## config.mk

```make
export PLATFORM = sky130hd
export DESIGN_NAME = lut_cfg_writer
export DESIGN_NICKNAME = d
export VERILOG_FILES = /design/src/rtl/lut_cfg_writer.sv
export SDC_FILE = /design/constraint.sdc
export NUM_CORES = 1
export LEC_CHECK = 0
export ABC_CLOCK_PERIOD_IN_PS = 1900
export BUFFER_PORTS_ARGS = -buffer_cell sky130_fd_sc_hd__buf_2
export CAP_MARGIN = 20
export CORE_MARGIN = 4
export CORE_UTILIZATION = 50
export CTS_BUF_LIST = sky130_fd_sc_hd__clkbuf_4 sky130_fd_sc_hd__clkbuf_8
export DETAILED_ROUTE_END_ITERATION = 16
export HOLD_SLACK_MARGIN = 0.1
export PLACE_DENSITY_LB_ADDON = 0.08
export REMOVE_ABC_BUFFERS = 1
export SLEW_MARGIN = 5
export SYNTH_ARGS = -nofsm -noshare
export SYNTH_HDL_FRONTEND = slang
export SYNTH_SLANG_ARGS = --single-unit
```

## constraint.sdc

```tcl
create_clock -name clk -period 1.9 [get_ports clk]
set_clock_uncertainty 0.1 [all_clocks]
set_input_delay 0.57 -clock clk [delete_from_list [all_inputs] [get_ports clk]]
set_output_delay 0.57 -clock clk [all_outputs]
set_load 0.01 [all_outputs]
```

## src/rtl/lut_cfg_writer.sv

```systemverilog
// Serial-to-parallel loader for LUT truth tables: shifts in a framed, even-parity
// protected bit stream under valid/ready and atomically commits it to a registered bus.
module lut_cfg_writer #(
    parameter  int NUM_LUT = 3,
    parameter  int LUT_W   = 4,
    localparam int PAY_W   = NUM_LUT * LUT_W
) (
    input  logic             clk,
    input  logic             rst_n,
    input  logic             start,
    input  logic             abort,
    input  logic             s_valid,
    input  logic             s_data,
    output logic             s_ready,
    output logic [PAY_W-1:0] lut_cfg,
    output logic             cfg_valid,
    output logic             busy,
    output logic             cfg_done,
    output logic             cfg_err
);

    localparam int CNT_W = $clog2(PAY_W) + 1;

    typedef enum logic [1:0] {
        IDLE   = 2'd0,
        SHIFT  = 2'd1,
        PARITY = 2'd2,
        COMMIT = 2'd3
    } state_t;

    state_t             state_r;
    state_t             next_state_s;
    logic [CNT_W-1:0]   bit_cnt_r;
    logic [PAY_W-1:0]   shadow_r;
    logic [PAY_W-1:0]   lut_cfg_r;
    logic               cfg_valid_r;
    logic               s_ready_r;
    logic               busy_r;
    logic               cfg_done_r;
    logic               cfg_err_r;
    logic               beat_s;

    // Even parity over payload plus the trailing parity bit must be zero.
    function automatic logic parity_ok(input logic [PAY_W-1:0] payload, input logic p);
        return ~((^payload) ^ p);
    endfunction

    assign s_ready   = s_ready_r;
    assign lut_cfg   = lut_cfg_r;
    assign cfg_valid = cfg_valid_r;
    assign busy      = busy_r;
    assign cfg_done  = cfg_done_r;
    assign cfg_err   = cfg_err_r;

    // Abort wins over a beat in the same cycle, so the bit stays with the sender.
    assign beat_s = s_valid && s_ready_r && !abort;

    // Next-state decode.
    always_comb begin
        next_state_s = state_r;
        case (state_r)
            IDLE: begin
                if (start && !abort) begin
                    next_state_s = SHIFT;
                end else begin
                    next_state_s = IDLE;
                end
            end
            SHIFT: begin
                if (abort) begin
                    next_state_s = IDLE;
                end else if (beat_s && (bit_cnt_r == CNT_W'(PAY_W - 1))) begin
                    next_state_s = PARITY;
                end else begin
                    next_state_s = SHIFT;
                end
            end
            PARITY: begin
                if (abort) begin
                    next_state_s = IDLE;
                end else if (beat_s) begin
                    next_state_s = COMMIT;
                end else begin
                    next_state_s = PARITY;
                end
            end
            COMMIT: begin
                next_state_s = IDLE;
            end
            default: begin
                next_state_s = IDLE;
            end
        endcase
    end

    // State, shadow shift register and registered outputs.
    always_ff @(posedge clk or negedge rst_n) begin
        if (!rst_n) begin
            state_r     <= IDLE;
            bit_cnt_r   <= '0;
            shadow_r    <= '0;
            lut_cfg_r   <= '0;
            cfg_valid_r <= 1'b0;
            s_ready_r   <= 1'b0;
            busy_r      <= 1'b0;
            cfg_done_r  <= 1'b0;
            cfg_err_r   <= 1'b0;
        end else begin
            state_r    <= next_state_s;
            s_ready_r  <= (next_state_s == SHIFT) || (next_state_s == PARITY);
            busy_r     <= (next_state_s != IDLE);
            cfg_done_r <= 1'b0;
            cfg_err_r  <= 1'b0;
            case (state_r)
                IDLE: begin
                    if (start && !abort) begin
                        bit_cnt_r   <= '0;
                        shadow_r    <= '0;
                        cfg_valid_r <= 1'b0;
                    end
                end
                SHIFT: begin
                    // Right shift: after PAY_W beats the first (LSB) bit lands in bit 0.
                    if (beat_s) begin
                        shadow_r  <= {s_data, shadow_r[PAY_W-1:1]};
                        bit_cnt_r <= bit_cnt_r + CNT_W'(1);
                    end
                end
                PARITY: begin
                    if (beat_s) begin
                        if (parity_ok(shadow_r, s_data)) begin
                            lut_cfg_r   <= shadow_r;
                            cfg_valid_r <= 1'b1;
                            cfg_done_r  <= 1'b1;
                        end else begin
                            cfg_err_r   <= 1'b1;
                        end
                    end
                end
                COMMIT: begin
                    bit_cnt_r <= bit_cnt_r;
                end
                default: begin
                    bit_cnt_r <= '0;
                end
            endcase
        end
    end

endmodule
```

==> impl_metrics.ini, run 1 <==
[status]
status = finished with violations
violations = setup timing

[worst_setup_path]
crit_fanout = 13
endpoint_kind = flip-flop
r2r_slack_ns = -0.09
r2r-start = shadow_r[10]$_DFFE_PN0P_
r2r_end = lut_cfg[5]$_DFFE_PN0P_
cp-startpoint = shadow_r[10]$_DFFE_PN0P_
start_kind = flip-flop
cp.required_ns = 2.01
worstSetupPathType = reg2reg
crit_arrival_ns = 2.10
crit_end = lut_cfg[5]$_DFFE_PN0P_
rr_worst_depth = 6

[yosys]
synth-main-ff-cell = dfrtp_1
synth_cells = 138
synth.largest_area_cell = dfrtp_1
synth_cell_type_count = 29
synthTopCellsByCount = dfrtp_1, nand2_1, o21ai_0, mux2_4
yosysMostFrequentCell = dfrtp_1
synthTopCellsByArea = dfrtp_1, mux2_4, nand2_1, xnor3_1, o21ai_0
synth_enable_flop_cells = 0
async_flop_share_pct = 100.0
synth_top_area_share_pct = 55.77
syn_area_per_cell_um2 = 11.71
synth_seq_cells = 36
ys_warn_count = 0
synth_area_um2 = 1615
synth-seq-area-share_pct = 55.77

[sta]
post-route-period-util_pct = 104.7
setup_ws_ns = -0.09000
grt_setup_unrepaired = true
hold_violations = 0
slew_violations = 0
finalSetupViolations = 12
worst_pin_slew_ns = 0.4431
slew_headroom_pct = 70.46
fmax_mhz = 502.5
fin_crit_ns = 1.990

[place]
dp.final_hpwl_mm = 2.068
routabilityCongestion = 0.7196
io_buffers = 22
place_inst = 217

[floorplan]
ioPinCount = 23
die_x_um = 64.84
dieHeight_um = 64.84
die_area_um2 = 4204
core_area_um2 = 3078
initial_core_util_pct = 52.48
fp-row-count = 20

[clock_tree]
postCtsHoldBufs = 0
path_clk_slew_ns = 0.10
numCtsBuffers = 5
cts_tree = built
clkLatencyLatePin_ns = 0.32
cts_max_level = 2
clock_path_buffers = 2
clock-root-buffer = clkbuf_4
cts_sinks = 36

[route]
drt.antenna.violating_nets = 0
drt_iter0_drc = 55
routedWlPerCell_um = 13.12
num_vias = 1106
drt_first_pass_iters = 4
drt-vias-per-instance = 4.872
wirelength_mm = 2.979
drc_errors = 0

[hold_path]
hp-class = in2async

[global_routing]
grt_pass1_wl_mm = 5.430
grt_pass1_vias = 1217
antenna_found_initial = 0
grt_overflow = 0
grt_use_total_pct = 16.63
grt_max_degree = 37

[final_layout]
nNetsFinal = 190
layoutNonFillerInstCount = 227
area_growth_pct = 24.40
antenna_cells = 0
layout-drive-gt1-share_pct = 38.25
final_util_pct = 65.28
fillers = 257

[power]
peakVddDrop_v = 0.0004847
p_total_mw = 1.306
leakagePower_nw = 1.079
p_per_area_nw_per_um2 = 649.9

[flow_run]
cap_viol_max_count = 0
metal layers:
| layer | vias to the layer above | routed length (um) | global-route usage, % |
|---|---|---|---|
| li1 | 548 | - | - |
| met2 | 23 | 1548 | 29.12 |
| met1 | 530 | 1281 | 19.80 |
| met4 | 0 | 30 | 4.749 |
| met3 | 5 | 118 | 4.679 |
| met5 | - | 0 | 0 |
per-stage QoR:
step                      cell area [um2]  hold slack (ns)  worst slack, ns  setup TNS (ns)
after global routing                 2009           0.1826          -0.1509          -1.747
after CTS                            1992           0.1654          -0.1120          -1.191
after global placement               1911           0.3757          -0.3133          -4.645
final                                2009           0.1692         -0.09000         -0.9975
after detailed placement             1911           0.3812          -0.3378          -5.362
after floorplan                      1585           0.1744          -0.8730          -14.86
registers in the layout (all words and copies together) (netlist names):
register / count
bit_cnt_r: 5
busy: 1
cfg_done: 1
cfg_err: 1
cfg_valid: 1
lut_cfg: 12
s_ready: 1
shadow_r: 12
state_r: 2
placed cells by master, fill, tap and decap left out, types with 2 or more instances in the layout:
cell	netlist	final
ha_1	2	2
nand4_1	2	2
inv_1	4	4
nand2b_1	3	3
nor2_1	4	4
o21ai_0	13	13
xor2_1	3	3
nand2_1	30	30
mux2_4	9	9
clkbuf_4	0	7
buf_2	0	22
dfrtp_1	36	36
mux2_2	3	3
xnor3_1	3	3
xnor2_2	1	2
xnor2_1	5	4
buf_4	0	20
area by class of cell:
type	count	area, um2	area share [%]
Clock buffer	8	66.31	3.300
Inverter	4	15.01	0.7472
Multi-Input combinational cell	92	691.9	34.43
Sequential cell	36	900.9	44.83
Tap cell	44	55.05	2.740
Timing Repair Buffer	43	280.3	13.95
power breakdown:
group | internal, mW | switching, mW | leakage [nW]
Sequential | 0.775 | 0.00802 | 0.499
Combinational | 0.0358 | 0.0486 | 0.541
Clock | 0.211 | 0.228 | 0.0394
critical path, cell delays in order, from the launching register on:
cell and delay, ns:
dfrtp_1 0.40, xnor2_1 0.16, xnor3_1 0.46, xnor2_2 0.21
nand2_2 0.09, buf_12 0.16, mux2_4 0.29
worst min-delay path by stage:
stage | endpoint | cells past startpoint | from
4_1_cts | lut_cfg[10]$_DFFE_PN0P_ | 2 | rst_n
3_5_place_dp | cfg_valid$_DFFE_PN0P_ | 2 | cfg_valid$_DFFE_PN0P_
3_3_place_gp | cfg_valid$_DFFE_PN0P_ | 2 | cfg_valid$_DFFE_PN0P_
6_report | lut_cfg[4]$_DFFE_PN0P_ | 2 | rst_n
2_1_floorplan | bit_cnt_r[0]$_DFFE_PN0P_ | 0 | rst_n
5_1_grt | lut_cfg[7]$_DFFE_PN0P_ | 2 | rst_n
timing repair:
action / in CTS / in global routing
endpoints found under the hold margin: 0 / 0
setup endpoints to repair: 12 / 16
pin swaps: 4 / 5
resized for setup: 0 / 3
buffers inserted: 2 / 2
cell families after synthesis:
family / count (synthesis) / share of synthesized area, %
flops: 36 / 55.77
buf+inv: 10 / 2.788
mux: 13 / 11.08
xor+xnor: 12 / 9.528
simple gates: 48 / 13.71
compound gates: 17 / 5.577
fa+ha+maj: 2 / 1.549
(Power assumes the default switching activity.)
==> run 2: changes to the inputs <==
--- a/config.mk
+++ b/config.mk
@@ -14,6 +14,7 @@
 export DETAILED_ROUTE_END_ITERATION = 16
 export HOLD_SLACK_MARGIN = 0.1
 export PLACE_DENSITY_LB_ADDON = 0.08
+export RECOVER_POWER = 50
 export REMOVE_ABC_BUFFERS = 1
 export SLEW_MARGIN = 5
 export SYNTH_ARGS = -nofsm -noshare
==> impl_metrics.ini, run 2 (synthesis results as in run 1) <==
[final_layout]
final_util_pct = 65.00
multi_input_area_um2 = 686.9
final_area_um2 = 2001
layout-drive-gt1-share_pct = 37.16
fillers = 259
layoutNonFillerInstCount = 227
layout_common_cells = dfrtp_1, nand2_1, buf_2
nNetsFinal = 190
antenna_cells = 0
area_growth_pct = 23.86
final_common_cell = dfrtp_1
seqCellArea_um2 = 900.9

[clock_tree]
clock_path_buffers = 2
numCtsBuffers = 5
path_clk_slew_ns = 0.10
clock-root-buffer = clkbuf_4
cts_max_level = 2
postCtsHoldBufs = 0
cts_tree = built
clkLatencyLatePin_ns = 0.32
cts_sinks = 36

[sta]
post-route-period-util_pct = 104.7
fmax_mhz = 502.6
slew_violations = 0
finalSetupViolations = 12
setup_ws_ns = -0.08963
fin_hold_ws_ns = 0.3302
tns_ns = -0.9984
worst_pin_slew_ns = 0.8693
hold_violations = 0
fin_crit_ns = 1.990
grt_setup_unrepaired = true
slew_headroom_pct = 42.05

[power]
power_frac_seq_pct = 60.0
leakagePower_nw = 1.074
cellInternalPower_mw = 1.021
peakVddDrop_v = 0.0004833
switching_power_mw = 0.2833
swShare_pct = 21.72
p_clk_share_pct = 33.6
p_per_area_nw_per_um2 = 651.9
combPwrFrac_pct = 6.3
p_total_mw = 1.304

[global_routing]
grt_overflow = 0
grt_pass1_vias = 1217
grt_max_degree = 37
grt_pass1_wl_mm = 5.430
antenna_found_initial = 0
grt_use_total_pct = 16.63

[worst_setup_path]
cp-startpoint = shadow_r[10]$_DFFE_PN0P_
cp.required_ns = 2.01
r2r-start = shadow_r[10]$_DFFE_PN0P_
worstSetupPathType = reg2reg
crit_fanout = 13
start_kind = flip-flop
endpoint_kind = flip-flop
crit_arrival_ns = 2.10

[route]
num_vias = 1103
routedWlPerCell_um = 13.15
drc_errors = 0
drt.antenna.violating_nets = 0
drt_first_pass_iters = 4
wirelength_mm = 2.984
drt-vias-per-instance = 4.859
drt_iter0_drc = 56

[place]
routabilityCongestion = 0.7196
place_area_um2 = 1911
io_buffers = 22
dp.final_hpwl_mm = 2.068
place_inst = 217
place_ws_ns = -0.3378

[floorplan]
dieHeight_um = 64.84
die_x_um = 64.84
die_area_um2 = 4204
initial_core_util_pct = 52.48
core_area_um2 = 3078
fp-row-count = 20
ioPinCount = 23

[flow_run]
cap_viol_max_count = 0

[status]
status = finished with violations
violations = setup timing

[hold_path]
hp-class = in2async
## run 2: worst max-delay path: stages, from the launching register on
cell,delay [ns]
dfrtp_1,0.40
xnor2_1,0.16
xnor3_1,0.46
xnor2_2,0.21
nand2_2,0.09
buf_12,0.16
mux2_4,0.29
## run 2: worst paths after layout
path	end	slack (ns)	depth (start not counted)
max	lut_cfg[5]$_DFFE_PN0P_	-0.09	6
min	lut_cfg[4]$_DFFE_PN0P_	0.33	2
max reg2reg	lut_cfg[5]$_DFFE_PN0P_	-0.09	6
min reg2reg	lut_cfg[6]$_DFFE_PN0P_	0.41	1
max in group asynchronous	lut_cfg[8]$_DFFE_PN0P_	0.84	2
min in group clk	lut_cfg[6]$_DFFE_PN0P_	0.41	1
## run 2: cell type report
type | count | area share [%]
clock buffer | 8 | 3.315
tap | 44 | 2.752
multi-input combinational | 92 | 34.33
sequential | 36 | 45.03
inverter | 4 | 0.7505
timing repair buffer | 43 | 13.82
## run 2: routing by layer
layer | up-vias | track usage (%) | part of all wire [%]
li1 | 548 | - | -
met1 | 533 | 19.80 | 43
met2 | 17 | 29.12 | 52
met3 | 5 | 4.679 | 3.6
met4 | 0 | 4.749 | 1.0
met5 | - | 0 | 0
## run 2: timing repair
item | in CTS | in global routing
endpoints found under the setup margin | 12 | 16
pin swaps | 4 | 5
resized for setup | 0 | 3
buffers inserted | 2 | 2
## run 2: power groups by stage
stage          Combinational, mW  Sequential, mW  Clock, mW
3_3_place_gp              0.0802           0.797          0
2_1_floorplan             0.0335           0.799          0
6_report                  0.0828           0.783      0.439
3_5_place_dp              0.0833           0.798          0
5_1_grt                   0.0936           0.784      0.510
4_1_cts                   0.0891           0.783      0.462
